===== config.mk =====
export PLATFORM = sky130hd
export DESIGN_NAME = bram_stream_reader
export DESIGN_NICKNAME = d
export VERILOG_FILES = /design/src/rtl/bram_stream_reader.sv
export SDC_FILE = /design/constraint.sdc
export NUM_CORES = 1
export LEC_CHECK = 0
export BUFFER_PORTS_ARGS = -buffer_cell sky130_fd_sc_hd__buf_4
export CORE_MARGIN = 2
export CORE_UTILIZATION = 34
export DETAILED_ROUTE_END_ITERATION = 10
export GPL_TIMING_DRIVEN = 0
export PLACE_DENSITY_LB_ADDON = 0.25
export SYNTH_ARGS = -nofsm -noshare
export SYNTH_HDL_FRONTEND = slang
export SYNTH_SLANG_ARGS = --single-unit

===== constraint.sdc =====
create_clock -name clock -period 2.2 [get_ports clock]
set_input_delay 0.44 -clock clock [delete_from_list [all_inputs] [get_ports clock]]
set_output_delay 0.44 -clock clock [all_outputs]
set_load 0.05 [all_outputs]

===== src/rtl/bram_stream_reader.sv =====
// Read sequencer for a single-port, registered-read block RAM: issues a run of
// sequential reads and re-times the returned words onto a valid/ready stream.
module bram_stream_reader #(
    parameter int RAM_WIDTH     = 8,
    parameter int RAM_ADDR_BITS = 10
) (
    input  logic                     clock,
    input  logic                     reset,
    input  logic                     start,
    input  logic [RAM_ADDR_BITS-1:0] start_addr,
    input  logic [RAM_ADDR_BITS:0]   length,
    output logic                     busy,
    output logic                     done,
    output logic                     ram_enable,
    output logic                     write_enable,
    output logic [RAM_ADDR_BITS-1:0] ram_address,
    input  logic [RAM_WIDTH-1:0]     ram_data,
    output logic [RAM_WIDTH-1:0]     out_data,
    output logic                     out_valid,
    input  logic                     out_ready,
    output logic                     out_last
);
    localparam int                       DEPTH    = 3;
    localparam logic [RAM_ADDR_BITS-1:0] ADDR_ONE = 1;
    localparam logic [RAM_ADDR_BITS:0]   LEN_ONE  = 1;

    typedef enum logic [1:0] {IDLE, RUN, DRAIN} state_t;
    state_t r_state, w_state_next;

    logic [RAM_ADDR_BITS-1:0] r_addr;
    logic [RAM_ADDR_BITS:0]   r_remaining;
    logic                     r_inflight;
    logic                     r_inflight_last;
    logic                     r_done;

    logic [RAM_WIDTH-1:0] r_buf_data [DEPTH];
    logic                 r_buf_last [DEPTH];
    logic [1:0]           r_wr_ptr, r_rd_ptr, r_count;

    logic                 w_issue, w_push, w_pop, w_room, w_head_last;
    logic [RAM_WIDTH-1:0] w_head_data;

    function automatic logic [1:0] ptr_inc(input logic [1:0] p);
        return (p == 2'd2) ? 2'd0 : p + 2'd1;
    endfunction

    // Words already buffered plus the one still in the RAM pipeline must leave room.
    assign w_room  = ({1'b0, r_count} + {2'b00, r_inflight}) < 3'd3;
    assign w_push  = r_inflight;
    assign w_pop   = out_valid && out_ready;

    always_comb begin
        w_head_data = r_buf_data[0];
        w_head_last = r_buf_last[0];
        case (r_rd_ptr)
            2'd1: begin
                w_head_data = r_buf_data[1];
                w_head_last = r_buf_last[1];
            end
            2'd2: begin
                w_head_data = r_buf_data[2];
                w_head_last = r_buf_last[2];
            end
            default: ;
        endcase
    end

    always_ff @(posedge clock) begin
        if (reset) r_state <= IDLE;
        else       r_state <= w_state_next;
    end

    always_comb begin
        w_state_next = r_state;
        w_issue      = 1'b0;
        case (r_state)
            IDLE: begin
                if (start && length != '0) w_state_next = RUN;
            end
            RUN: begin
                if (w_room && r_remaining != '0) begin
                    w_issue = 1'b1;
                    if (r_remaining == LEN_ONE) w_state_next = DRAIN;
                end
            end
            DRAIN: begin
                if (w_pop && w_head_last) w_state_next = IDLE;
            end
            default: w_state_next = IDLE;
        endcase
    end

    always_ff @(posedge clock) begin
        if (reset) begin
            r_addr          <= '0;
            r_remaining     <= '0;
            r_inflight      <= 1'b0;
            r_inflight_last <= 1'b0;
            r_done          <= 1'b0;
        end else begin
            r_done          <= 1'b0;
            r_inflight      <= w_issue;
            r_inflight_last <= w_issue && (r_remaining == LEN_ONE);
            if (r_state == IDLE && start) begin
                if (length != '0) begin
                    r_addr      <= start_addr;
                    r_remaining <= length;
                end else begin
                    r_done <= 1'b1;
                end
            end else if (w_issue) begin
                r_addr      <= r_addr + ADDR_ONE;
                r_remaining <= r_remaining - LEN_ONE;
            end
            if (r_state == DRAIN && w_state_next == IDLE) r_done <= 1'b1;
        end
    end

    // Output buffer: the returning RAM word is pushed unconditionally; the issue
    // rule guarantees there is a free slot for it.
    always_ff @(posedge clock) begin
        if (reset) begin
            r_wr_ptr <= '0;
            r_rd_ptr <= '0;
            r_count  <= '0;
            for (int i = 0; i < DEPTH; i++) begin
                r_buf_data[i] <= '0;
                r_buf_last[i] <= 1'b0;
            end
        end else begin
            if (w_push) begin
                for (int i = 0; i < DEPTH; i++) begin
                    if (r_wr_ptr == 2'(i)) begin
                        r_buf_data[i] <= ram_data;
                        r_buf_last[i] <= r_inflight_last;
                    end
                end
                r_wr_ptr <= ptr_inc(r_wr_ptr);
            end
            if (w_pop) r_rd_ptr <= ptr_inc(r_rd_ptr);
            case ({w_push, w_pop})
                2'b10:   r_count <= r_count + 2'd1;
                2'b01:   r_count <= r_count - 2'd1;
                default: ;
            endcase
        end
    end

    assign busy         = (r_state != IDLE);
    assign done         = r_done;
    assign ram_enable   = w_issue;
    assign write_enable = 1'b0;
    assign ram_address  = r_addr;
    assign out_valid    = (r_count != 2'd0);
    assign out_data     = out_valid ? w_head_data : '0;
    assign out_last     = out_valid && w_head_last;

endmodule


Word level (Yosys, flattened, before mapping)
Memories as Yosys holds them, arrays and structs flattened.
Index checks and enable logic that the tools add are counted.
- add/subtract/negate cells: 7
- order comparisons: 1
- equal/unequal tests: 10
- multiplexer cells: 42
- bitwise operators: 6
- reductions and logical operators: 18
- operators by type and width (operator ; number):
    $mux W11 ; 3
    $mux W8 ; 4
    $mux W10 ; 3
    $mux W1 ; 22
    $reduce_bool A11 Y1 ; 2
    $pmux W8 S2 ; 1
    $mux W2 ; 6
    $eq A11 B1 Y1 const B ; 1
    $sub A11 B1 Y11 const B ; 1
    $add A10 B1 Y10 const B ; 1
    $eq A2 B1 Y1 const B ; 4
    $eq A2 B2 Y1 const B ; 4
    $logic_and A1 B1 Y1 ; 8
    $reduce_bool A2 Y1 ; 4
    $add A2 B1 Y2 const B ; 3
    $logic_not A2 Y1 ; 3
    $or A1 B1 Y1 ; 6
    $pmux W2 S3 ; 1
    $pmux W2 S2 ; 1
    $add A2 B1 Y3 ; 1
    $lt A3 B2 Y1 const B ; 1
    $ne A2 B2 Y1 const B ; 1
    $pmux W1 S2 ; 1
    $reduce_and A2 Y1 ; 1
    $sub A2 B1 Y2 const B ; 1
- flip-flop bits (word level): 32
- RAM bits: 27
- output and inout bits: 24
- logic and storage cells: 95
- memories: 2
- memory list (memory ; words ; bits a word ; rd ports ; clocked after memory_dff ; write ports ; RTL line ; source):
    r_buf_data ; 3 ; 8 ; 3 ; 0 ; 3 ; 36 ; logic [RAM_WIDTH-1:0] r_buf_data [DEPTH];
    r_buf_last ; 3 ; 1 ; 3 ; 0 ; 3 ; 37 ; logic r_buf_last [DEPTH];

Logic depth before layout (Yosys ltp)
- depth after elaboration: 8
- mapped depth: 9
- mapped depth without buffers: 7

Least setup slack after synthesis
OpenSTA, ideal clock, no wires.
- path type: register to output
- start: register r_rd_ptr[0]
- end: output out_data[5]
- data arrival time: 2.492 ns
- data required time: 1.760 ns
- path slack: -0.732 ns
- cell stages (with the launch flop): 7
- path buffers: 2
- cell sequence: dfxtp_1 -> inv_1 -> ha_1 -> clkbuf_1 -> clkbuf_1 -> nor2_1 -> a211oi_1
- cells in the longest elaborated chain, start to end: 3
- elaborated cells on any way between the ends: 4
- classes of those cells: eq/ne (2); mux (2)
- RTL lines (item ; RTL line ; source):
    start, declared ; 38 ; logic [1:0] r_wr_ptr, r_rd_ptr, r_count;
    start signal, assigned ; 140 ; if (w_pop) r_rd_ptr <= ptr_inc(r_rd_ptr);
    $eq A2 B2 Y1 / $eq A2 B1 Y1 (equally long branches) ; 55 ; case (r_rd_ptr)
    $pmux W8 S2 * ; 55 ;
    $mux W8 * ; 155 ; assign out_data = out_valid ? w_head_data : '0;
    end, declared ; 18 ; output logic [RAM_WIDTH-1:0] out_data,
Mark *: on every way between the ends. The rest lies on a longest branch, timed or not.

Final worst setup path
- start: register r_count[0]
- end: output ram_enable
- cells in the longest elaborated chain, start to end: 5
- RTL lines (item ; RTL line ; source):
    start, declared ; 38 ;
    start signal, assigned ; 142 ; 2'b10: r_count <= r_count + 2'd1;
    start signal, assigned ; 143 ; 2'b01: r_count <= r_count - 2'd1;
    $add A2 B1 Y3 ; 48 ; assign w_room = ({1'b0, r_count} + {2'b00, r_inflight}) < 3'd3;
    $lt A3 B2 Y1 ; 48 ;
    $logic_and A1 B1 Y1 ; 81 ; if (w_room && r_remaining != '0) begin
    $mux W1 ; 81 ;
    $mux W1 ; 76 ; case (r_state)
    end, declared ; 14 ; output logic ram_enable,
No other way between the ends.

==> tab_implementation.tex <==
\begin{tabular}{lr}
\hline
Metric & Value \\
\hline
\multicolumn{2}{l}{\textbf{Clock network}} \\
\quad Maximum number of buffers from clock root to sink & 2 \\
\quad Number of buffers inserted by hold repair at cts & 0 \\
\quad Clock sinks & 59 \\
\quad Clock insertion delay at the later pin of the skew report & 0.34 ns \\
\quad Number of H-tree levels & 3 \\
\quad Clock-pin transition on the worst setup and hold timing paths & 0.07 ns \\
\quad Clock tree from TritonCTS & built \\
\quad TritonCTS buffer count & 9 \\
\quad Clock root buffer master & sky130\_fd\_sc\_hd\_\_clkbuf\_8 \\
\multicolumn{2}{l}{\textbf{Yosys}} \\
\quad Gate count after technology mapping & 317 \\
\quad Synthesized cell area & 0.00301 mm\^{}2 \\
\quad Commonest cells in the synthesized netlist & sky130\_fd\_sc\_hd\_\_a21oi\_1 (32), sky130\_fd\_sc\_hd\_\_dfxtp\_1 (32), sky130\_fd\_sc\_hd\_\_nor2\_1 (28) \\
\quad Share of flip-flops with an asynchronous set or reset after synthesis & 0 \\
\quad Synth warnings & 0 \\
\quad Count of flip-flops with a built-in enable after synthesis & 27 \\
\quad Leading register cell type out of synthesis & sky130\_fd\_sc\_hd\_\_dfxtp\_1 \\
\quad Synth Register Bits & 59 \\
\quad Proportion of synthesized chip area in sequential cells & 0.483 \\
\quad Library cell occupying the most area in the post-synthesis netlist & sky130\_fd\_sc\_hd\_\_edfxtp\_1 \\
\quad Synthesized Nets & 361 \\
\quad Portion of synthesized cell area occupied by the leading cell type & 0.270 \\
\quad Top area cells in the synthesized netlist & sky130\_fd\_sc\_hd\_\_edfxtp\_1 (27\%), sky130\_fd\_sc\_hd\_\_dfxtp\_1 (21\%), sky130\_fd\_sc\_hd\_\_a21oi\_1 (5.3\%) \\
\quad Unique masters post-synth & 51 \\
\quad Average instance area after synthesis & 9.48 um\^{}2 \\
\multicolumn{2}{l}{\textbf{Floorplanning}} \\
\quad Site row count & 34 \\
\quad Die width & 98.0 um \\
\quad Core Area & 0.00864 mm\^{}2 \\
\quad Die Span Y & 98.0 um \\
\quad Starting density of the core & 0.348 \\
\quad Total Die Area & 0.00961 mm\^{}2 \\
\quad IO Count & 57 \\
\multicolumn{2}{l}{\textbf{STA}} \\
\quad Shortest period the worst path allows & 2.14 ns \\
\quad Ratio of final minimum period to clock period & 0.973 \\
\quad Worst path setup slack after routing & 0.0593 ns \\
\quad Maximum operating frequency & 467 MHz \\
\quad Worst Hold Slack & 0.369 ns \\
\quad Pin slew with the least headroom to its limit & 1.00 ns \\
\quad Slew HR & 0.327 \\
\quad Final slew viol count & 0 \\
\quad Finish-stage setup viols & 0 \\
\quad Number of hold violations in the final report & 0 \\
\quad RSZ-0062 raised after global routing & true \\
\quad Worst Skew & 0.00740 ns \\
\multicolumn{2}{l}{\textbf{Worst setup path}} \\
\quad Beginning of the worst register-to-register path & r\_count[0] \\
\quad Cell-by-cell listing of the critical path & ha\_4, ha\_4, a21oi\_2, nand3b\_1, nor2\_2, buf\_6 \\
\quad Crit Reg-Reg Endpoint & r\_remaining[7] \\
\quad Capturing element type of the critical path & output port \\
\quad Worst Reg-to-Reg Cells & 8 \\
\quad Type of the worst setup path & flop to output port \\
\quad Data arrival time of the worst path & 1.70 ns \\
\quad Internal reg-to-reg setup slack & 0.07 ns \\
\quad Cell mode on critical path & sky130\_fd\_sc\_hd\_\_ha\_4 \\
\quad Kind of launch point of the worst setup path & flop \\
\quad Worst path slowest cell & sky130\_fd\_sc\_hd\_\_dfxtp\_4 \\
\quad CP max stage delay & 0.37 ns \\
\quad Required time of the worst setup path & 1.76 ns \\
\quad Highest fanout seen on the critical path & 4 \\
\multicolumn{2}{l}{\textbf{Hold path}} \\
\quad Worst Hold Path Cells & 3 \\
\quad Endpoint with the worst hold slack & ram\_address[1] \\
\quad Type of the tightest min-delay check & input pin to flop \\
\quad Origin of the worst min-delay path & start\_addr[1] \\
\multicolumn{2}{l}{\textbf{Routing}} \\
\quad Detail-routed net length per standard cell & 15.5 um \\
\quad Via count & 2592 \\
\quad Pre-Repair DR Iteration Count & 4 \\
\quad DRC violations left & 0 \\
\quad Count of nets left with antenna violations after detail routing & 0 \\
\quad Detailed-route vias per instance & 5.17 \\
\quad DRT Wirelength & 7760 um \\
\quad Iter 0 DRT Violations & 107 \\
\multicolumn{2}{l}{\textbf{Placed design}} \\
\quad Placed wire-length estimate & 5400 um \\
\quad Input/output buffers & 55 \\
\quad Weighted congestion reported at the end of routability-driven placement & 0.878 \\
\quad Worst slack at placement & -0.302 ns \\
\quad Placed Cells & 480 \\
\multicolumn{2}{l}{\textbf{Global routing}} \\
\quad Initial antenna violation count & 0 \\
\quad Global route total overflow & 0 \\
\quad Via count of the first global-routing pass & 2556 \\
\quad Maximum number of pins on one net before global-route repair & 13 \\
\quad Overall Global Routing Usage & 0.168 \\
\quad Wire length of the first global-routing pass & 12600 um \\
\multicolumn{2}{l}{\textbf{Flow run}} \\
\quad Max cap viols & 0 \\
\multicolumn{2}{l}{\textbf{Run status}} \\
\quad Result of the run & completed \\
\multicolumn{2}{l}{\textbf{Final layout}} \\
\quad Area growth, synth to finish & 33.5\% \\
\quad Post-layout instance count excluding filler cells & 501 \\
\quad Final Net Count & 432 \\
\quad Fraction of layout cells with a size suffix above 1 & 0.318 \\
\quad Number of diodes added for antenna fixing & 0 \\
\multicolumn{2}{l}{\textbf{Power}} \\
\quad Pleak & 0.00150 uW \\
\quad Power density relative to cell area & 909 mW/mm\^{}2 \\
\quad Worst IR Drop VDD & 0.000313 V \\
\hline
\end{tabular}
## timing repair
item,4_1_cts,5_1_grt
endpoints found under the hold margin,0,0
gates cloned,0,1
pin swaps,6,10
gates resized for setup,27,23
endpoints found under the setup margin,31,27
setup buffers,6,1
## layout by cell type, fill, tap and decap left out, drive strengths merged, types with 9 or more instances in the layout
| cell | n |
|---|---|
| ha | 11 |
| o21ai | 16 |
| dfxtp | 32 |
| buf | 72 |
| nor3 | 9 |
| and2 | 11 |
| edfxtp | 27 |
| a21oi | 32 |
| clkbuf | 19 |
| a211oi | 14 |
| a22oi | 9 |
| nand2 | 26 |
| inv | 9 |
| nor2 | 28 |
## registers in the layout (all words and copies together), names as in the netlist
signal           cells
ram_address         10
r_buf_data          24
r_state              2
r_count              2
r_wr_ptr             2
r_inflight_last      1
r_remaining         11
done                 1
r_inflight           1
r_rd_ptr             2
r_buf_last           3
## critical path, delay by kind of cell (launching register included)
| kind | cells | cell delay [ns] |
|---|---|---|
| adder cells (fa/ha/maj) | 2 | 0.38 |
| buffers and inverters | 1 | 0.17 |
| flip-flops | 1 | 0.37 |
| AND/OR/NAND/NOR | 2 | 0.30 |
| AO/OA/AOI/OAI | 1 | 0.13 |
## stage by stage
step	util	power, uW	TNS [ns]	cell area [um^2]
after floorplan	-	2250	-0.112	3070
after global placement	0.419	2590	-4.06	3620
after detailed placement	0.419	2600	-4.26	3620
after CTS	0.457	3610	0	3950
after global routing	0.465	3850	-0.129	4010
final	0.465	3650	0	4010
## how the worst max path moves through the flow
| stage | startpoint | end | slack [ns] | cells past startpoint |
|---|---|---|---|---|
| CTS | r_count[0] | ram_enable | 0.008 | 6 |
| floorplan | r_rd_ptr[0] | out_data[0] | -0.02 | 5 |
| global route | r_count[0] | r_remaining[0] | -0.04 | 8 |
| finish | r_count[0] | ram_enable | 0.06 | 6 |
| detailed placement | r_count[0] | r_remaining[7] | -0.30 | 8 |
| global placement | r_count[0] | r_remaining[7] | -0.32 | 8 |
## cells by family after synthesis
family,count (synthesis),share of synthesized area
xor gates and xnor gates,3,0.00874
adders and majority gates,11,0.0458
buffers and inverters,30,0.0479
AOI/OAI and AO/OA,92,0.198
other,1,0.00125
and+or+nand+nor,117,0.202
DFF,59,0.483
muxes,4,0.0133
## layer usage
metal  up-vias  wire, um  GRT usage
met1      1187      3410      0.210
li1       1313         -          -
met4         0       140     0.0641
met2        79      3760      0.281
met5         -         0          0
met3        13       448     0.0401
## where the power goes
group | leakage, uW | internal [uW] | switching, uW
logic | 0.000876 | 554 | 829
clock network | 0.0000818 | 412 | 474
registers | 0.000545 | 1270 | 113
## area by class of cell
class / instances / area [um^2]
plain buffers: 19 / 129
clock buffers: 9 / 124
clock inverters: 7 / 53.8
fillers: 856 / 4620
inverters: 8 / 32.5
multi-input cells: 228 / 1560
flip-flops and latches: 59 / 1470
well taps: 108 / 135
repair buffers: 63 / 514
(Power assumes the default switching activity.)
